==> config.mk <==
export PLATFORM = sky130hd
export DESIGN_NAME = cmos_crop_win
export DESIGN_NICKNAME = d
export VERILOG_FILES = /design/src/rtl/cmos_crop_win.sv
export SDC_FILE = /design/constraint.sdc
export NUM_CORES = 1
export LEC_CHECK = 0
export BUFFER_PORTS_ARGS = -buffer_cell sky130_fd_sc_hd__buf_4
export CAP_MARGIN = 5
export CORE_ASPECT_RATIO = 0.8
export CORE_MARGIN = 3
export CORE_UTILIZATION = 56
export DETAILED_ROUTE_END_ITERATION = 16
export PLACE_DENSITY = 0.87
export SLEW_MARGIN = 0
export SYNTH_ARGS = -nofsm -noshare
export SYNTH_HDL_FRONTEND = slang
export SYNTH_SLANG_ARGS = --single-unit
==> constraint.sdc <==
create_clock -name clk -period 3.1 [get_ports clk]
set_clock_uncertainty 0.1 [all_clocks]
set_input_delay 0.155 -clock clk [delete_from_list [all_inputs] [get_ports clk]]
set_output_delay 0.155 -clock clk [all_outputs]
set_load 0.005 [all_outputs]
==> src/rtl/cmos_crop_win.sv <==
// cmos_crop_win: crops a DE-framed pixel stream to a window latched at each frame start.
// Optional 2:1 decimation in both axes when CROP_DECIMATE_EN is defined.
module cmos_crop_win #(
  parameter int unsigned IMG_W = 1280,
  parameter int unsigned IMG_H = 720,
  parameter int unsigned DW    = 16,
  parameter int unsigned CW    = 12
) (
  input  logic          clk,
  input  logic          rst_n,
  input  logic          vs_in,
  input  logic          de_in,
  input  logic [DW-1:0] pix_in,
  input  logic [CW-1:0] cfg_x0,
  input  logic [CW-1:0] cfg_x1,
  input  logic [CW-1:0] cfg_y0,
  input  logic [CW-1:0] cfg_y1,
  input  logic          cfg_decim,
  output logic          vs_out,
  output logic          de_out,
  output logic [DW-1:0] pix_out,
  output logic          line_err
);

  localparam logic [CW-1:0] W_MAX = CW'(IMG_W);
  localparam logic [CW-1:0] H_MAX = CW'(IMG_H);

  logic          r_vs_d;
  logic          r_de_d;
  logic [CW-1:0] r_hc;
  logic [CW-1:0] r_vc;
  logic [CW-1:0] r_x0;
  logic [CW-1:0] r_x1;
  logic [CW-1:0] r_y0;
  logic [CW-1:0] r_y1;

  logic w_vs_rise;
  logic w_line_end;
  logic w_h_ovf;
  logic w_v_ovf;
  logic w_in_win;
  logic w_decim_ok;
  logic w_pix_ok;

  assign w_vs_rise  = vs_in & ~r_vs_d;
  assign w_line_end = r_de_d & ~de_in;
  assign w_h_ovf    = (r_hc == W_MAX);
  assign w_v_ovf    = (r_vc == H_MAX);
  assign w_in_win   = (r_hc >= r_x0) && (r_hc < r_x1) && (r_vc >= r_y0) && (r_vc < r_y1);

`ifdef CROP_DECIMATE_EN
  logic r_decim;

  // (hc - x0) even is the same as matching LSBs; likewise for rows.
  assign w_decim_ok = ~r_decim | ((r_hc[0] == r_x0[0]) & (r_vc[0] == r_y0[0]));

  always_ff @(posedge clk or negedge rst_n) begin
    if (!rst_n) begin
      r_decim <= 1'b0;
    end else if (w_vs_rise) begin
      r_decim <= cfg_decim;
    end
  end
`else
  logic w_unused_decim;

  assign w_unused_decim = cfg_decim;
  assign w_decim_ok     = 1'b1;
`endif

  assign w_pix_ok = de_in & ~vs_in & ~w_h_ovf & ~w_v_ovf & w_in_win & w_decim_ok;

  // Shadow window, clipped to the image so out-of-range bounds shrink the window.
  always_ff @(posedge clk or negedge rst_n) begin
    if (!rst_n) begin
      r_x0 <= '0;
      r_x1 <= '0;
      r_y0 <= '0;
      r_y1 <= '0;
    end else if (w_vs_rise) begin
      r_x0 <= (cfg_x0 > W_MAX) ? W_MAX : cfg_x0;
      r_x1 <= (cfg_x1 > W_MAX) ? W_MAX : cfg_x1;
      r_y0 <= (cfg_y0 > H_MAX) ? H_MAX : cfg_y0;
      r_y1 <= (cfg_y1 > H_MAX) ? H_MAX : cfg_y1;
    end
  end

  // Position counters; de history is cleared under vsync so an aborted line
  // does not register as a line end.
  always_ff @(posedge clk or negedge rst_n) begin
    if (!rst_n) begin
      r_vs_d <= 1'b0;
      r_de_d <= 1'b0;
      r_hc   <= '0;
      r_vc   <= '0;
    end else begin
      r_vs_d <= vs_in;
      r_de_d <= de_in & ~vs_in;
      if (vs_in) begin
        r_hc <= '0;
        r_vc <= '0;
      end else if (w_line_end) begin
        r_hc <= '0;
        if (!w_v_ovf) r_vc <= r_vc + CW'(1);
      end else if (de_in && !w_h_ovf) begin
        r_hc <= r_hc + CW'(1);
      end
    end
  end

  // Registered outputs; pix_out only updates on accepted pixels.
  always_ff @(posedge clk or negedge rst_n) begin
    if (!rst_n) begin
      vs_out   <= 1'b0;
      de_out   <= 1'b0;
      pix_out  <= '0;
      line_err <= 1'b0;
    end else begin
      vs_out <= vs_in;
      de_out <= w_pix_ok;
      if (w_pix_ok) pix_out <= pix_in;
      if (w_vs_rise) begin
        line_err <= 1'b0;
      end else if (de_in && !vs_in && (w_h_ovf || w_v_ovf)) begin
        line_err <= 1'b1;
      end
    end
  end

endmodule

=== After elaboration in Yosys (flattened, before gate mapping) ===
Index checks and enable logic that the tools add are counted.
W data, S select, Z words.

* Memory bits (read-only): 0
* Bits in registers: 92
* Memories: 0
* RAM bits: 0
* Latch bits: 0
* Logic and storage cells: 60
* Input bits: 69

* $add $sub $neg: 2
* Equality and inequality tests: 3
* Mux-type cells: 12
* Bitwise logic cells: 11
* Div/mod/pow operators: 0
* Shift operators: 0
* Order comparisons: 8
* Reductions and logical operators: 13
* Multiply operators: 0

{| class="wikitable"
|+ Operator list
! operator !! count
|-
| $mux W12 || 10
|-
| $add A12 B1 Y12 const B || 2
|-
| $ge A12 B12 Y1 || 2
|-
| $gt A12 B10 Y1 const B || 2
|-
| $gt A12 B11 Y1 const B || 2
|-
| $lt A12 B12 Y1 || 2
|-
| $eq A12 B10 Y1 const B || 1
|-
| $eq A12 B11 Y1 const B || 1
|-
| $and A1 B1 Y1 || 6
|-
| $logic_and A1 B1 Y1 || 6
|-
| $not A1 Y1 || 5
|-
| $reduce_bool A2 Y1 || 2
|-
| $reduce_bool A3 Y1 || 1
|-
| $logic_not A1 Y1 || 2
|-
| $mux W1 || 2
|-
| $ne A2 B2 Y1 const B || 1
|-
| $reduce_and A2 Y1 || 1
|-
| $logic_or A1 B1 Y1 || 1
|}

=== Longest topological paths before layout ===
Gate-level depths: netlist of run 1.

* Depth in word-level cells: 6
* Gate-level depth with buffers: 10

=== Worst setup path after synthesis of run 1 ===
No wires, ideal clock.

* Path type: register to register
* From: register r_vc[2]
* To: register pix_out[10]
* Path slack: 0.415 ns
* Cell stages (with the launch flop): 10
* Data arrival time: 2.459 ns
* Buffers on the path: 1
* Library setup time: 0.125 ns
* Path through: dfrtp_1 ha_1 a211o_1 a31oi_1 o311a_1 o21ai_2 o31ai_2 nor4_4 buf_8 mux2_4

* Word-level cells in the longest chain between the ends: 4

{| class="wikitable"
|+ RTL lines
! element !! line !! text
|-
| start: declaration || 31 || <nowiki>logic [CW-1:0] r_vc;</nowiki>
|-
| start signal: assignment || 104 || <nowiki>if (!w_v_ovf) r_vc <= r_vc + CW'(1);</nowiki>
|-
| $ge A12 B12 Y1 / $eq A12 B10 Y1 (equally long branches) || 49, 48 ||
|-
| $logic_and A1 B1 Y1 / $not A1 Y1 (equally long branches) || 49, 71 ||
|-
| $logic_and A1 B1 Y1 / $and A1 B1 Y1 (equally long branches) || 49, 71 ||
|-
| $and A1 B1 Y1 (*) || 71 || <nowiki>assign w_pix_ok = de_in & ~vs_in & ~w_h_ovf & ~w_v_ovf & w_in_win & w_decim_ok;</nowiki>
|-
| via w_pix_ok || 43 || <nowiki>logic w_pix_ok;</nowiki>
|-
| end signal: assignment || 121 || <nowiki>if (w_pix_ok) pix_out <= pix_in;</nowiki>
|-
| end: declaration || 21 || <nowiki>output logic [DW-1:0] pix_out,</nowiki>
|}

The timed path passes the listed nets; every way through them passes the cells marked *.
A chain may end at the register's enable or synchronous reset.

=== Worst setup path after layout of run 1 ===
* From: register r_vc[7]
* To: register pix_out[5]

* Word-level cells in the longest chain between the ends: 4

{| class="wikitable"
|+ RTL lines
! element !! line
|-
| $ge A12 B12 Y1 / $eq A12 B10 Y1 (equally long branches) || 49, 48
|-
| $logic_and A1 B1 Y1 / $not A1 Y1 (equally long branches) || 49, 71
|-
| $logic_and A1 B1 Y1 / $and A1 B1 Y1 (equally long branches) || 49, 71
|-
| $and A1 B1 Y1 (*) || 71
|}

Every way passes the cells marked *; elsewhere a longest branch is shown, timed or not.

==> results of run 1 <==
==> placed cells by master (no fill, tap or decap), types with 6 or more instances in the layout <==
master         netlist  layout
nand3_1              6       6
dfrtp_1             92      92
ha_1                50      50
nor3_1               9       9
mux2_2               7       7
mux2_4               9       9
nand2_1             52      52
a22oi_1              6       6
a21oi_1             23      23
xor2_1              13      13
dlygate4sd3_1        0      63
nor4_1               7       7
o21ai_0             45      45
buf_4                0      95
inv_1               58      58
clkbuf_8             0       9
nor2_1              41      41
nand4_1             13      13
==> cells by family (layout without fill, tap and decap cells) <==
kind of cell,Yosys count,count (layout),synth area share
AND/OR/NAND/NOR,159,159,0.159
AO/OA/AOI/OAI,103,103,0.127
flip-flops,92,92,0.462
buffers and inverters,69,233,0.0542
adder cells (fa/ha/maj),50,50,0.125
XOR/XNOR,17,17,0.0298
multiplexers,16,16,0.0429
==> metal layers <==
layer	share of wire	wire length, um	track usage
met4	0.047	733	0.146
met5	0	0	0
met3	0.093	1450	0.0703
met2	0.49	7640	0.542
met1	0.37	5820	0.391
==> worst min-delay path: stages <==
cell and delay (ns):
buf_4 0.10, nor2_1 0.05, nand2_1 0.06, o21ai_0 0.08
==> area by class of cell <==
type                            count  area (um^2)  area share
Timing Repair Buffer              159         1360       0.204
Inverter                           58          218      0.0326
Multi-Input combinational cell    345         2420       0.362
Sequential cell                    92         2300       0.345
Clock buffer                        9          124      0.0186
Tap cell                          112          140      0.0210
Clock inverter                      7          106      0.0159
==> how the worst max path moves through the flow <==
| stage | end | slack (ns) | cells past startpoint |
|---|---|---|---|
| 4_1_cts | pix_out[5] | 0.29 | 10 |
| 3_5_place_dp | pix_out[15] | 0.34 | 10 |
| 5_1_grt | pix_out[5] | 0.11 | 10 |
| 2_1_floorplan | pix_out[10] | 0.42 | 9 |
| 3_3_place_gp | pix_out[1] | 0.39 | 10 |
| 6_report | pix_out[5] | 0.20 | 8 |
==> flip-flops by register name (all words and copies together) (netlist names), 12 cells and up <==
| signal | count |
|---|---|
| r_y0 | 12 |
| r_hc | 12 |
| pix_out | 16 |
| r_vc | 12 |
| r_y1 | 12 |
| r_x0 | 12 |
| r_x1 | 12 |
==> power by group through the flow <==
stage / clock network, mW / registers (mW) / logic [mW]
finish: 0.967 / 1.27 / 0.374
global route: 1.01 / 1.28 / 0.411
CTS: 0.949 / 1.27 / 0.355
detailed placement: 0 / 1.29 / 0.287
global placement: 0 / 1.29 / 0.269
floorplan: 0 / 1.29 / 0.136
==> timing repair <==
action | 4_1_cts | 5_1_grt
resized for setup | 0 | 0
endpoints found under the hold margin | 131 | 0
hold buffers | 63 | 0
==> flow_metrics.tcl, run 1 <==
set metrics [dict create \
    drcViolationCount 0 \
    wl_per_cell_um 20.0 \
    min_to "r_x1[9]" \
    clock_latency_ns 0.38 \
    start_kind "register" \
    ys.flop_type "dfrtp_1" \
    layout_min_cycle_time_ns 2.90 \
    die_w_um 112 \
    final.setup.tns_ns 0 \
    slew_viol_final 0 \
    whs_ns 0.00150 \
    fmax_mhz 345 \
    yosysUniqueCellTypes 48 \
    syn_area_per_cell_um2 9.86 \
    r2r-start "r_vc[7]" \
    fill_cells 468 \
    pwr_density_cell_mw_per_mm2 392 \
    post-synth-top-count-cell "dfrtp_1" \
    worstPathCellList "ha_1, nand4_1, o311a_1, o21ai_2, o31ai_2, nor4_4, buf_12, mux2_2" \
    worstPathMaxFanout 17 \
    ios 88 \
    path_clk_slew_ns 0.10 \
    dpl-instance-area_mm2 0.00581 \
    avgViaCountPerCell 5.98 \
    hold_class "in -> reg" \
    clock_sinks 92 \
    place_ws_ns 0.339 \
    antenna_found_initial 0 \
    cp.arrival_ns 3.05 \
    hold_path_depth 4 \
    area_delta_synth_final_pct 33.7 \
    drive_gt1_frac 0.200 \
    drt_first_pass_iters 5 \
    final_cells 782 \
    core_area_mm2 0.00856 \
    worst_ep_required_time_ns 3.26 \
    worst_pin_slew_ns 0.941 \
    grt_max_degree 63 \
    cts_made_buffers 9 \
    synth_warnings 0 \
    synth_seq_cells 92 \
    grt_util_all_layers 0.320 \
    antenna_cells 0 \
    ant_nets 0 \
    post-cts-setup-buffers 0 \
    rsz0062_at_grt "false" \
    finalWorstSetupSlack_ns 0.202 \
    pwr-share-clk 0.370 \
    ir_drop_uv 254 \
    slowest_delay_ns 0.53 \
    yosys-top-cells-count "dfrtp_1 (92), inv_1 (58), nand2_1 (52)" \
    status "complete, no violations" \
    crit_type "reg -> reg" \
    drt_iter0_markers 539 \
    dp.cells 703 \
    p_comb_frac 0.143 \
    synth_edf_count 0 \
    wl_mm 15.6 \
    slowest_stage "dfrtp_1" \
    grt_pass1_wl_mm 25.9 \
    hpwl_mm 9.13 \
    postLayoutCellArea_mm2 0.00667 \
    r2r-end "pix_out[5]" \
    syn_area_mm2 0.00499 \
    overflow 0 \
    finalNetCount 784 \
    hp-start "cfg_x1[11]" \
    dieArea_mm2 0.0101 \
    syn-num-nets 625 \
    synth_largest_area_cell "dfrtp_1" \
    setup.worst_path.start "r_vc[7]" \
    switching_share 0.274 \
    seq_area_frac_synth 0.461 \
    grt_pass1_vias 5150 \
    power.total_mw 2.62 \
    async_reset_ff_frac 1.00 \
    syn_inst 506 \
    root_buffer "clkbuf_8" \
    p_int_mw 1.90 \
    synth_top_cell_area_share 0.461 \
    clk_path_buf_depth 2 \
    hold_violations 0 \
    setup_viol 0 \
    r2r_cells 8 \
    rrSetupSlack_ns 0.20 \
    cp_top_family "compound AO/OA/AOI/OAI gates" \
    end_kind "register" \
    htreeDepth 3 \
    initial_core_util 0.583 \
    path_buf_inv 1 \
    seq_power_share 0.487 \
    die_h_um 90.4 \
    vias 4679 \
    synth.top_cells.by_area "dfrtp_1 (46%), ha_1 (13%), o21ai_0 (4.5%)" \
    gp_congestion 0.915 \
    switchingPower_mw 0.718 \
    relSlewSlack 0.371 \
    drv_cap 0 \
    cellLeakagePower_nw 3.26 \
    cts_tree "yes" \
    post-route-period-util 0.935 \
    portBuffers 86 \
    num_rows 30 \
    utilization 0.779 \
]
No activity file was read; power rests on OpenSTA's default activity.
==> inputs of run 2 (changes only) <==
--- a/config.mk
+++ b/config.mk
@@ -12,6 +12,7 @@
 export CORE_UTILIZATION = 56
 export DETAILED_ROUTE_END_ITERATION = 16
 export PLACE_DENSITY = 0.87
+export REMOVE_ABC_BUFFERS = 1
 export SLEW_MARGIN = 0
 export SYNTH_ARGS = -nofsm -noshare
 export SYNTH_HDL_FRONTEND = slang
==> run 2 against run 1 <==
Sequential share of layout area grew 0.50 points; die area stayed put; non-clock buffer count shrank 5; largest cell class unchanged; worst setup slack improved by 0.062 ns; clock power decreased by 22%; worst hold slack improved by 0.0088 ns; combinational power decreased by 5.6%; sequential power about the same; wire length shrank 17%; design area fell by 1.4%.
==> flow_metrics.tcl, run 2 (synthesis results as in run 1) <==
set metrics [dict create \
    antenna_found_initial 1 \
    regMostFlops "pix_out" \
    worst_pin_slew_ns 0.903 \
    finalWorstSetupSlack_ns 0.264 \
    clock_latency_ns 0.38 \
    setup_viol 0 \
    post-cts-setup-buffers 0 \
    vias 4355 \
    ant_nets 0 \
    dpl-instance-area_mm2 0.00579 \
    rsz0062_at_grt "false" \
    ios 88 \
    whs_ns 0.0103 \
    htreeDepth 3 \
    postLayoutCellArea_mm2 0.00658 \
    area_delta_synth_final_pct 31.8 \
    power.total_mw 2.38 \
    portBuffers 86 \
    root_buffer "clkbuf_8" \
    start_kind "register" \
    drt_first_pass_iters 5 \
    wl_mm 13.0 \
    ir_drop_uv 206 \
    grt_pass1_wl_mm 21.9 \
    drive_gt1_frac 0.198 \
    drv_cap 0 \
    overflow 0 \
    cts_tree "yes" \
    wl_per_cell_um 16.7 \
    grt_max_degree 73 \
    final_common_cell "buf_4" \
    avgViaCountPerCell 5.60 \
    die_h_um 90.4 \
    crit_type "reg -> reg" \
    cts_hold_buffers 60 \
    clk_path_buf_depth 2 \
    core_area_mm2 0.00856 \
    worstPathMaxFanout 17 \
    hpwl_mm 8.55 \
    num_rows 30 \
    worst_ep_required_time_ns 3.26 \
    slew_viol_final 0 \
    status "complete, no violations" \
    drcViolationCount 0 \
    dieArea_mm2 0.0101 \
    grt_pass1_vias 4566 \
    post-route-period-util 0.915 \
    relSlewSlack 0.398 \
    cp.arrival_ns 3.00 \
    cts_resized 0 \
    cellLeakagePower_nw 3.21 \
    hold_class "in -> reg" \
    cts_made_buffers 9 \
    fill_cells 544 \
    finalNetCount 779 \
    grt_util_all_layers 0.268 \
    place_ws_ns 0.278 \
    clock_sinks 92 \
    largest_register_ffs 16 \
    final_cell_mix "buf_4 (93), dfrtp_1 (92), dlygate4sd3_1 (60)" \
    final.setup.tns_ns 0 \
    fmax_mhz 353 \
    pwr_density_cell_mw_per_mm2 361 \
    hold_violations 0 \
    drt_iter0_markers 297 \
    path_clk_slew_ns 0.09 \
    initial_core_util 0.583 \
    die_w_um 112 \
    end_kind "register" \
    layout_min_cycle_time_ns 2.84 \
    gp_congestion 0.868 \
]
[run 2: worst paths after layout]
check | cells after the start | startpoint | endpoint | slack [ns]
min in group asynchronous | 2 | rst_n | vs_out | 0.35
setup / recovery | 9 | r_vc[2] | pix_out[2] | 0.26
setup reg to reg | 9 | r_vc[2] | pix_out[2] | 0.26
max in group asynchronous | 3 | rst_n | r_vc[2] | 1.83
hold / removal | 3 | cfg_y1[9] | r_y1[9] | 0.01
hold reg to reg | 2 | r_x0[9] | r_x0[9] | 0.39
[run 2: metrics by stage]
stage                     instances  utilization
after floorplan                 495            -
after global placement          701        0.677
after detailed placement        701        0.677
after CTS                       777        0.768
after global routing            778        0.768
final                           778        0.768
[run 2: routing by layer]
layer  share of wire  track usage
met3           0.053       0.0583
met2            0.50        0.464
met4           0.021       0.0750
met1            0.42        0.342
met5               0            0
[run 2: cell type report]
type / instances / area [um^2] / area share
Antenna cell: 1 / 2.50 / 0.000381
Timing Repair Buffer: 154 / 1320 / 0.201
Clock inverter: 6 / 40.0 / 0.00609
Clock buffer: 10 / 138 / 0.0209
Inverter: 58 / 218 / 0.0331
Sequential cell: 92 / 2300 / 0.350
Multi-Input combinational cell: 345 / 2420 / 0.367
Tap cell: 112 / 140 / 0.0213
[run 2: report_power, final]
group	switching [mW]	total (mW)	leakage (nW)	internal, mW
clock network	0.441	0.753	0.0920	0.312
registers	0.0230	1.27	1.22	1.25
logic	0.179	0.353	1.90	0.175
total	0.643	2.38	3.21	1.73
[run 2: critical path, cell delays in order (launching register included)]
cell and delay [ns]:
dfrtp_1 0.51, ha_1 0.37, a211o_1 0.12, a31oi_1 0.04, o311a_1 0.37, o21ai_2 0.19
o31ai_2 0.12, nor4_4 0.33, buf_12 0.21, mux2_2 0.35
